File: config.mk
export PLATFORM = sky130hd
export DESIGN_NAME = serial_image_tx
export DESIGN_NICKNAME = d
export VERILOG_FILES = /design/src/rtl/serial_pkg.sv /design/src/rtl/serial_clk_gen.sv /design/src/rtl/serial_image_tx.sv
export SDC_FILE = /design/constraint.sdc
export NUM_CORES = 1
export LEC_CHECK = 0
export CAP_MARGIN = 30
export CORE_AREA = 2 2 86 88
export DETAILED_ROUTE_END_ITERATION = 12
export DIE_AREA = 0 0 88 90
export PLACE_DENSITY_LB_ADDON = 0.08
export SLEW_MARGIN = 20
export SYNTH_ARGS = -nofsm -noshare
export SYNTH_HDL_FRONTEND = slang
export SYNTH_SLANG_ARGS = --single-unit
File: constraint.sdc
create_clock -name CLOCK_50 -period 2 [get_ports CLOCK_50]
set_input_delay 0.2 -clock CLOCK_50 [delete_from_list [all_inputs] [get_ports CLOCK_50]]
set_output_delay 0.2 -clock CLOCK_50 [all_outputs]
set_load 0.01 [all_outputs]
File: src/rtl/serial_pkg.sv
// rtl/serial_pkg.sv - default frame geometry and FSM state type for the serial image link
package serial_pkg;
  localparam int DEFAULT_NUM_WORDS = 784;
  localparam int DEFAULT_WORD_W    = 16;
  localparam int DEFAULT_ADDR_W    = 10;

  typedef enum logic [1:0] {IDLE, PRIME, SHIFT, DONE} tx_state_t;
endpackage

File: src/rtl/serial_clk_gen.sv
// rtl/serial_clk_gen.sv - divided link clock; strobes flag the edge that toggles serialClock next
module serial_clk_gen #(
  parameter int CLK_DIV = 2
) (
  input  logic clk,
  input  logic rst,
  input  logic enable,
  output logic sclk,
  output logic rise_stb,
  output logic fall_stb
);
  localparam int CNT_W = (CLK_DIV > 1) ? $clog2(CLK_DIV) : 1;
  localparam logic [CNT_W-1:0] CNT_MAX = CNT_W'(CLK_DIV - 1);

  logic [CNT_W-1:0] cnt_q, cnt_d;
  logic             sclk_q, sclk_d;
  logic             toggle;

  always_comb begin
    toggle = enable && (cnt_q == CNT_MAX);
    cnt_d  = '0;
    sclk_d = 1'b0;
    if (enable) begin
      cnt_d  = toggle ? '0 : cnt_q + 1'b1;
      sclk_d = toggle ? ~sclk_q : sclk_q;
    end
  end

  // Strobes are combinational so the FSM updates data on the same edge serialClock falls.
  assign rise_stb = toggle && !sclk_q;
  assign fall_stb = toggle && sclk_q;
  assign sclk     = sclk_q;

  always_ff @(posedge clk or posedge rst) begin
    if (rst) begin
      cnt_q  <= '0;
      sclk_q <= 1'b0;
    end else begin
      cnt_q  <= cnt_d;
      sclk_q <= sclk_d;
    end
  end
endmodule

File: src/rtl/serial_image_tx.sv
// rtl/serial_image_tx.sv - streams a RAM-held frame LSB first over serialClock/serialData
// SERIAL_TX_FREE_CLK_EN: serialClock free-runs outside frames instead of being gated low.
module serial_image_tx
  import serial_pkg::*;
#(
  parameter int NUM_WORDS = DEFAULT_NUM_WORDS,
  parameter int WORD_W    = DEFAULT_WORD_W,
  parameter int ADDR_W    = DEFAULT_ADDR_W,
  parameter int CLK_DIV   = 2
) (
  input  logic              CLOCK_50,
  input  logic              reset,
  input  logic              start,
  output logic              busy,
  output logic              done,
  output logic              mem_rd_en,
  output logic [ADDR_W-1:0] mem_addr,
  input  logic [WORD_W-1:0] mem_rdata,
  output logic              serialClock,
  output logic              serialData
);
  localparam int BIT_W = (WORD_W > 1) ? $clog2(WORD_W) : 1;
  localparam logic [BIT_W-1:0]  LAST_BIT  = BIT_W'(WORD_W - 1);
  localparam logic [ADDR_W-1:0] LAST_WORD = ADDR_W'(NUM_WORDS - 1);
  localparam logic [ADDR_W:0]   NUM_EXT   = (ADDR_W + 1)'(NUM_WORDS);

  tx_state_t         state_q, state_d;
  logic              busy_q, busy_d, done_q, done_d;
  logic              rd_en_q, rd_en_d, rd_pend_q, rd_pend_d;
  logic              sdata_q, sdata_d, started_q, started_d, last_q, last_d;
  logic [ADDR_W-1:0] addr_q, addr_d, word_q, word_d;
  logic [BIT_W-1:0]  bit_q, bit_d;
  logic [WORD_W-1:0] shift_q, shift_d, hold_q, hold_d;
  logic [ADDR_W:0]   next_fetch;
  logic              clk_en, rise_stb, fall_stb;

`ifdef SERIAL_TX_FREE_CLK_EN
  assign clk_en = 1'b1;
`else
  assign clk_en = (state_q == SHIFT);
`endif

  serial_clk_gen #(.CLK_DIV(CLK_DIV)) u_clk_gen (
    .clk      (CLOCK_50),
    .rst      (reset),
    .enable   (clk_en),
    .sclk     (serialClock),
    .rise_stb (rise_stb),
    .fall_stb (fall_stb)
  );

  always_comb begin
    state_d    = state_q;
    busy_d     = busy_q;
    done_d     = 1'b0;
    rd_en_d    = 1'b0;
    rd_pend_d  = rd_en_q;
    addr_d     = addr_q;
    sdata_d    = sdata_q;
    started_d  = started_q;
    last_d     = last_q;
    word_d     = word_q;
    bit_d      = bit_q;
    shift_d    = shift_q;
    hold_d     = hold_q;
    next_fetch = {1'b0, word_q} + (ADDR_W + 1)'(2);
    case (state_q)
      IDLE: if (start) begin
        state_d   = PRIME;
        busy_d    = 1'b1;
        rd_en_d   = 1'b1;
        addr_d    = '0;
        word_d    = '0;
        bit_d     = '0;
        started_d = 1'b0;
        last_d    = 1'b0;
      end
      PRIME: if (rd_pend_q) begin
        shift_d = mem_rdata;
        state_d = SHIFT;
`ifndef SERIAL_TX_FREE_CLK_EN
        // Gated clock: bit 0 goes out now and word 1 is fetched straight away.
        sdata_d   = mem_rdata[0];
        started_d = 1'b1;
        if (NUM_WORDS > 1) begin
          rd_en_d = 1'b1;
          addr_d  = ADDR_W'(1);
        end
`endif
      end
      SHIFT: begin
        if (rd_pend_q) hold_d = mem_rdata;
        if (rise_stb && started_q && bit_q == LAST_BIT && word_q == LAST_WORD) last_d = 1'b1;
        if (fall_stb) begin
          if (last_q) begin
            state_d = DONE;
            busy_d  = 1'b0;
            done_d  = 1'b1;
            sdata_d = 1'b0;
          end else if (!started_q) begin
            started_d = 1'b1;
            sdata_d   = shift_q[0];
            if (NUM_WORDS > 1) begin
              rd_en_d = 1'b1;
              addr_d  = ADDR_W'(1);
            end
          end else if (bit_q == LAST_BIT) begin
            shift_d = hold_q;
            sdata_d = hold_q[0];
            bit_d   = '0;
            word_d  = word_q + 1'b1;
            if (next_fetch < NUM_EXT) begin
              rd_en_d = 1'b1;
              addr_d  = next_fetch[ADDR_W-1:0];
            end
          end else begin
            shift_d = shift_q >> 1;
            sdata_d = shift_q[1];
            bit_d   = bit_q + 1'b1;
          end
        end
      end
      DONE: state_d = IDLE;
      default: state_d = IDLE;
    endcase
  end

  always_ff @(posedge CLOCK_50 or posedge reset) begin
    if (reset) begin
      state_q   <= IDLE;
      busy_q    <= 1'b0;
      done_q    <= 1'b0;
      rd_en_q   <= 1'b0;
      rd_pend_q <= 1'b0;
      addr_q    <= '0;
      sdata_q   <= 1'b0;
      started_q <= 1'b0;
      last_q    <= 1'b0;
      word_q    <= '0;
      bit_q     <= '0;
      shift_q   <= '0;
      hold_q    <= '0;
    end else begin
      state_q   <= state_d;
      busy_q    <= busy_d;
      done_q    <= done_d;
      rd_en_q   <= rd_en_d;
      rd_pend_q <= rd_pend_d;
      addr_q    <= addr_d;
      sdata_q   <= sdata_d;
      started_q <= started_d;
      last_q    <= last_d;
      word_q    <= word_d;
      bit_q     <= bit_d;
      shift_q   <= shift_d;
      hold_q    <= hold_d;
    end
  end

  assign busy       = busy_q;
  assign done       = done_q;
  assign mem_rd_en  = rd_en_q;
  assign mem_addr   = addr_q;
  assign serialData = sdata_q;
endmodule
# Word-level counts from Yosys, hierarchy flattened
# Cells that the tools add are included.
dict set report op_classes {
  n_reduce_logical 21
  shifts 0
  mux 62
  n_eq_ne 16
  mul 0
  magnitude_cmp 1
  n_addsub 4
  div_mod_pow 0
  bitwise 1
}
# op n
set ops {}
lappend ops {{2-to-1 mux 10 bit} 11}
lappend ops {{2-to-1 mux 16 bit} 5}
lappend ops {{case mux 16 bit (2 select lines)} 1}
lappend ops {{case mux 10 bit (3 select lines)} 1}
lappend ops {{2-to-1 mux 1 bit} 27}
lappend ops {{2-to-1 mux 4 bit} 5}
lappend ops {{case mux 10 bit (2 select lines)} 1}
lappend ops {{!= test 2 bit (second input constant)} 9}
lappend ops {{AND reduction 5 bit} 3}
lappend ops {{adder 10 x 2 -> 11 bit (second input constant)} 1}
lappend ops {{< comparator 11 x 10 -> 1 bit (second input constant)} 1}
lappend ops {{adder 10 x 1 -> 10 bit (second input constant)} 1}
lappend ops {{== test 10 bit (second input constant)} 1}
lappend ops {{2-to-1 mux 2 bit} 4}
lappend ops {{case mux 2 bit (4 select lines)} 1}
lappend ops {{case mux 4 bit (2 select lines)} 1}
lappend ops {{AND reduction 4 bit} 2}
lappend ops {{AND reduction 7 bit} 1}
lappend ops {{logical AND 1 bit} 6}
lappend ops {{!= test 3 bit (second input constant)} 2}
lappend ops {{case mux 1 bit (2 select lines)} 3}
lappend ops {{case mux 1 bit (3 select lines)} 2}
lappend ops {{AND reduction 3 bit} 2}
lappend ops {{AND reduction 6 bit} 1}
lappend ops {{other kinds (11)} 13}
dict set report word_totals {
  out_inout_bits 15
  register_bits 67
  ram_bits 0
  in_bits 19
  memories 0
  word_cells 120
  latch_bits 0
  mem_bits_ro 0
}

# Logic depth before layout (Yosys ltp)
dict set report depth {
  ltp_word 8
  depth_mapped 9
}

# Hierarchy
# Synthesis repeated with hierarchy kept, for this count alone.
dict set report hier_totals {
  cells_unflattened 352
  area_unflattened_um2 3535.9
}
# mod area_each_um2 n_inst cells_each
set modules_own_cells {}
lappend modules_own_cells {serial_image_tx 3443.3 1 343}
lappend modules_own_cells {serial_clk_gen 92.6 1 9}

# Worst setup path before layout
# No wires, ideal clock.
dict set report synth_timing {
  kind {reg2reg}
  start {reg word_q[1]}
  end {reg addr_q[0] (netlist: mem_addr[0])}
  slack_ns 0.057
  stages_incl_launch_ff 8
  n_path_buf 1
  setup_time_ns 0.125
  arrival_time_ns 1.818
  path_cell_list {dfrtp_1 -> ha_1 -> a2111oi_0 -> a21oi_1 -> o21ai_2 -> o21a_2 -> buf_6 -> mux2_4}
}
dict set report synth_via {
  elab_chain_cells 4
}
# element line_no
set synth_rtl {}
lappend synth_rtl {{from (decl)} serial_image_tx.sv:31} ;# logic [ADDR_W-1:0] addr_q, addr_d, word_q, word_d;
lappend synth_rtl {{from (signal assigned)} serial_image_tx.sv:153} ;# word_q <= word_d;
lappend synth_rtl {{adder 10 x 2 -> 11 bit} serial_image_tx.sv:66} ;# next_fetch = {1'b0, word_q} + (ADDR_W + 1)'(2);
lappend synth_rtl {{< comparator 11 x 10 -> 1 bit} serial_image_tx.sv:112} ;# if (next_fetch < NUM_EXT) begin
lappend synth_rtl {{!= test 3 bit (no source line)} --}
lappend synth_rtl {{AND reduction 7 bit (no source line)} --}
lappend synth_rtl {{to (signal assigned)} serial_image_tx.sv:149} ;# addr_q <= addr_d;
lappend synth_rtl {{to (decl)} serial_image_tx.sv:31}
# Every way passes these cells.
# A chain may end at the register's enable or synchronous reset.

# Worst setup path after layout
dict set report layout_timing {
  start {reg state_q[1]}
  end {reg addr_q[7] (netlist: mem_addr[7])}
}
dict set report layout_via {
  elab_chain_cells 5
  elab_cells_between_ends 14
}
# element line_no
set layout_rtl {}
lappend layout_rtl {{from (decl)} serial_image_tx.sv:27} ;# tx_state_t state_q, state_d;
lappend layout_rtl {{from (signal assigned)} serial_image_tx.sv:144} ;# state_q <= state_d;
lappend layout_rtl {{== test 2 bit} {serial_image_tx.sv:40, serial_image_tx.sv:67}}
lappend layout_rtl {{logical AND 1 bit} serial_clk_gen.sv:20} ;# toggle = enable && (cnt_q == CNT_MAX);
lappend layout_rtl {{logical AND 1 bit} serial_clk_gen.sv:31} ;# assign fall_stb = toggle && sclk_q;
lappend layout_rtl {{!= test 2 bit (no source line)} --}
lappend layout_rtl {{AND reduction 7 bit (no source line)} --}
# Parallel ways exist; a longest one is shown, timed or not.

==> metrics.log <==
INFO  metric dieArea = 7920 um^2
INFO  metric timing.max_slew.rel_slack = 0.655
INFO  metric worst_ep_arrival_time = approximately 2.2 ns
INFO  metric syn_area = 3510 um^2
INFO  metric finalClockSkew = between 0.01 and 0.015 ns
INFO  metric place_ws = -0.0864 ns
INFO  metric worst_setup_path_start_kind = register
INFO  metric maxCapViolations = 0
INFO  metric power.leakage = between 1.5 and 2 nW
INFO  metric dieWidth = between 80 and 90 um
INFO  metric flops_latches_synth = 67
INFO  metric synth_largest_area_cell = dfrtp_1
INFO  metric tritoncts_num_sinks = 67
INFO  metric io-pin-count = 34
INFO  metric synthesis.yosys.warnings = 0
INFO  metric wire_length_of_the_first_global_routing_pass = 13700 um
INFO  metric fin_crit_sh = 0.967
INFO  metric pin_count_of_the_biggest_net_entering_global_routing = 68
INFO  metric setup-violations-final = 0
INFO  metric crit_path_max_fanout = 4
INFO  metric num_antenna_cells = 0
INFO  metric via_per_inst = between 5 and 6
INFO  metric drt_drc_violations_left = 0
INFO  metric grt_usage = 0.220
INFO  metric number_of_levels_the_h_tree_was_split_into = 3
INFO  metric worstMarginPinSlew = between 0.5 and 0.6 ns
INFO  metric postSynth.asyncResetShare = 1.00
INFO  metric ctsHoldBuffers = 0
INFO  metric placeableCoreArea = roughly 7000 um^2
INFO  metric hold_class = primary input to asynchronous set/reset pin
INFO  metric critical_path_required = 2.27 ns
INFO  metric grt_antenna_before_repair = 0
INFO  metric worst_setup_path_end_kind = register
INFO  metric post_synth.cell_area_avg = 9.67 um^2
INFO  metric rsz0062_at_grt = yes
INFO  metric synthCells = around 360
INFO  metric fin_worst_hold_slack = ~0.25 ns
INFO  metric num-nets-final = between 400 and 500
INFO  metric peakVddDrop = roughly 0.00067 V
INFO  metric area.growth.synth_to_final = 26.6%
INFO  metric finalHoldViolations = 0
INFO  metric netlist.area_leader.share = 0.478
INFO  metric fin_setup_tns = 0 ns
INFO  metric die_h = around 90 um
INFO  metric worstSkewPairLatency = roughly 0.34 ns
INFO  metric synth.distinct_cells = 54
INFO  metric status = finished, final reports clean
INFO  metric floorplan.rows = 31
INFO  metric portion_of_the_post_synthesis_area_used_by_sequential_elements = 0.478
INFO  metric routed_wirelength = 8140 um
INFO  metric synth_area_leaders = dfrtp_1 (48%), nand2_1 (7.0%), mux2_2 (5.1%)
INFO  metric postSynthNetCount = 390
INFO  metric cts_tree = built
INFO  metric finalWorstSetupSlack = about 0.066 ns
INFO  metric dr_total_vias = between 2000 and 3000
INFO  metric power-per-cell-area = 1250 nW/um^2
INFO  metric hpwl = ~5300 um
INFO  metric top_achievable_clock_speed = slightly above 500 MHz
INFO  metric path_clk_slew = about 0.080 ns
INFO  metric fin_util = 0.633
INFO  metric p_total = roughly 5.6 mW
INFO  metric layout_min_cycle_time = 1.93 ns
INFO  metric synth_enable_flop_cells = 0
INFO  metric wire_per_inst = 15.4 um
INFO  metric slew_viol_final = 0
INFO  metric postSynth.topFlopCell = dfrtp_1
INFO  metric postRouteAntennaNets = 0
INFO  metric critPathKind = register to register
INFO  metric dr.pass1.iters = 4
INFO  metric drive_gt1_frac = 0.229
INFO  metric gp_congestion = between 0.8 and 0.9
INFO  metric placement.io_buffers = 33
INFO  metric cts_buffers = 9
INFO  metric initial_utilization = 0.500
INFO  metric cts_root_buf = clkbuf_8
INFO  metric global_route.overflow_total = 0
INFO  metric dr.first_iter.drc_count = ~150
INFO  metric first_global_vias = approximately 2800
INFO  metric clockBufferDepth = 2
[per-layer routing]
layer	up-vias	track usage	part of all wire
met2	77	0.350	0.50
li1	1404	-	-
met5	-	0	0
met4	0	0.122	0.031
met1	1390	0.279	0.43
met3	20	0.0404	0.036
[Yosys cell counts (2+ instances only)]
master	count
dfrtp_1	67
nand2_1	65
a21oi_1	35
o21ai_0	25
inv_1	19
mux2_2	16
nor2_1	13
xor2_1	13
o22ai_1	11
clkbuf_1	9
and3_1	8
ha_1	8
nand4_1	7
buf_6	6
nand3_1	6
buf_2	4
xnor2_1	4
mux2i_1	3
a2111oi_0	2
a21o_1	2
buf_1	2
nand2b_1	2
nand4bb_1	2
nor2b_1	2
nor4_1	2
o211a_1	2
[final timing paths]
path	start	to	slack, ns	cells past startpoint
hold / removal	reset	done	0.25	3
setup / recovery	state_q[1]	mem_addr[7]	0.07	8
min in group CLOCK_50	mem_rd_en	rd_pend_q	0.38	0
max in group asynchronous	reset	state_q[0]	1.45	3
hold reg to reg	mem_rd_en	rd_pend_q	0.38	0
setup reg to reg	state_q[1]	mem_addr[7]	0.07	8
[per-stage QoR]
stage / cell area [um^2] / instances
floorplan: 3510 / 363
global placement: 4060 / 502
detailed placement: 4060 / 502
CTS: 4290 / 521
global route: 4440 / 527
finish: 4440 / 527
[final cells by class]
class                   count  area, um^2
flip-flops and latches     67        1680
well taps                  99         124
fillers                   588        2580
clock buffers              10         128
repair buffers             71         641
inverters                  19        71.3
multi-input cells         256        1750
clock inverters             5        53.8
[where the power goes]
part | switching [mW] | internal, mW | total, mW
combinational | 1.30 | 1.11 | 2.41
sequential | 0.271 | 1.80 | 2.07
clock | 0.519 | 0.567 | 1.09
total | 2.09 | 3.48 | 5.57
[registers in the layout (all words and copies together) (netlist names)]
signal	count
hold_q	16
shift_q	16
word_q	10
u_clk_gen.cnt_q	1
mem_addr	10
bit_q	4
state_q	2
busy	1
last_q	1
started_q	1
done	1
serialData	1
mem_rd_en	1
u_clk_gen.sclk	1
rd_pend_q	1
[logic make-up (layout without fill, tap and decap cells)]
kind of cell | after synthesis | after routing | share of synthesized area
adders and majority gates | 8 | 8 | 0.0285
AOI/OAI and AO/OA | 94 | 95 | 0.170
and+or+nand+nor | 116 | 116 | 0.158
xor gates and xnor gates | 17 | 17 | 0.0424
buffers and inverters | 41 | 105 | 0.0592
DFF | 67 | 67 | 0.478
muxes | 20 | 20 | 0.0642
[timing repair]
| action | in CTS | in global routing |
|---|---|---|
| pin swaps | 3 | 8 |
| gates cloned | 1 | 0 |
| buffers inserted | 3 | 6 |
| endpoints found under the setup margin | 9 | 37 |
| gates resized for setup | 3 | 21 |
[worst max-delay path: stages (launching register included)]
cell,delay [ns]
dfrtp_1,0.39
inv_2,0.09
ha_4,0.17
nor2b_2,0.18
a211o_1,0.30
nor4_4,0.31
o211ai_1,0.13
buf_4,0.18
o22ai_1,0.12
[layout by cell type (no fill, tap or decap), types with 3 or more instances in the layout]
master,instances
mux2i_1,3
clkbuf_8,9
nand4_1,7
o22ai_1,7
o21ai_0,25
ha_1,5
buf_4,36
nand3_1,6
inv_2,4
xor2_1,13
clkdlybuf4s50_1,33
inv_1,15
nor2_1,13
and3_1,7
a21oi_1,33
clkinv_2,3
o22ai_2,4
xnor2_1,4
dfrtp_1,66
mux2_2,16
nand2_1,65
Power figures use the tool's default switching activity.
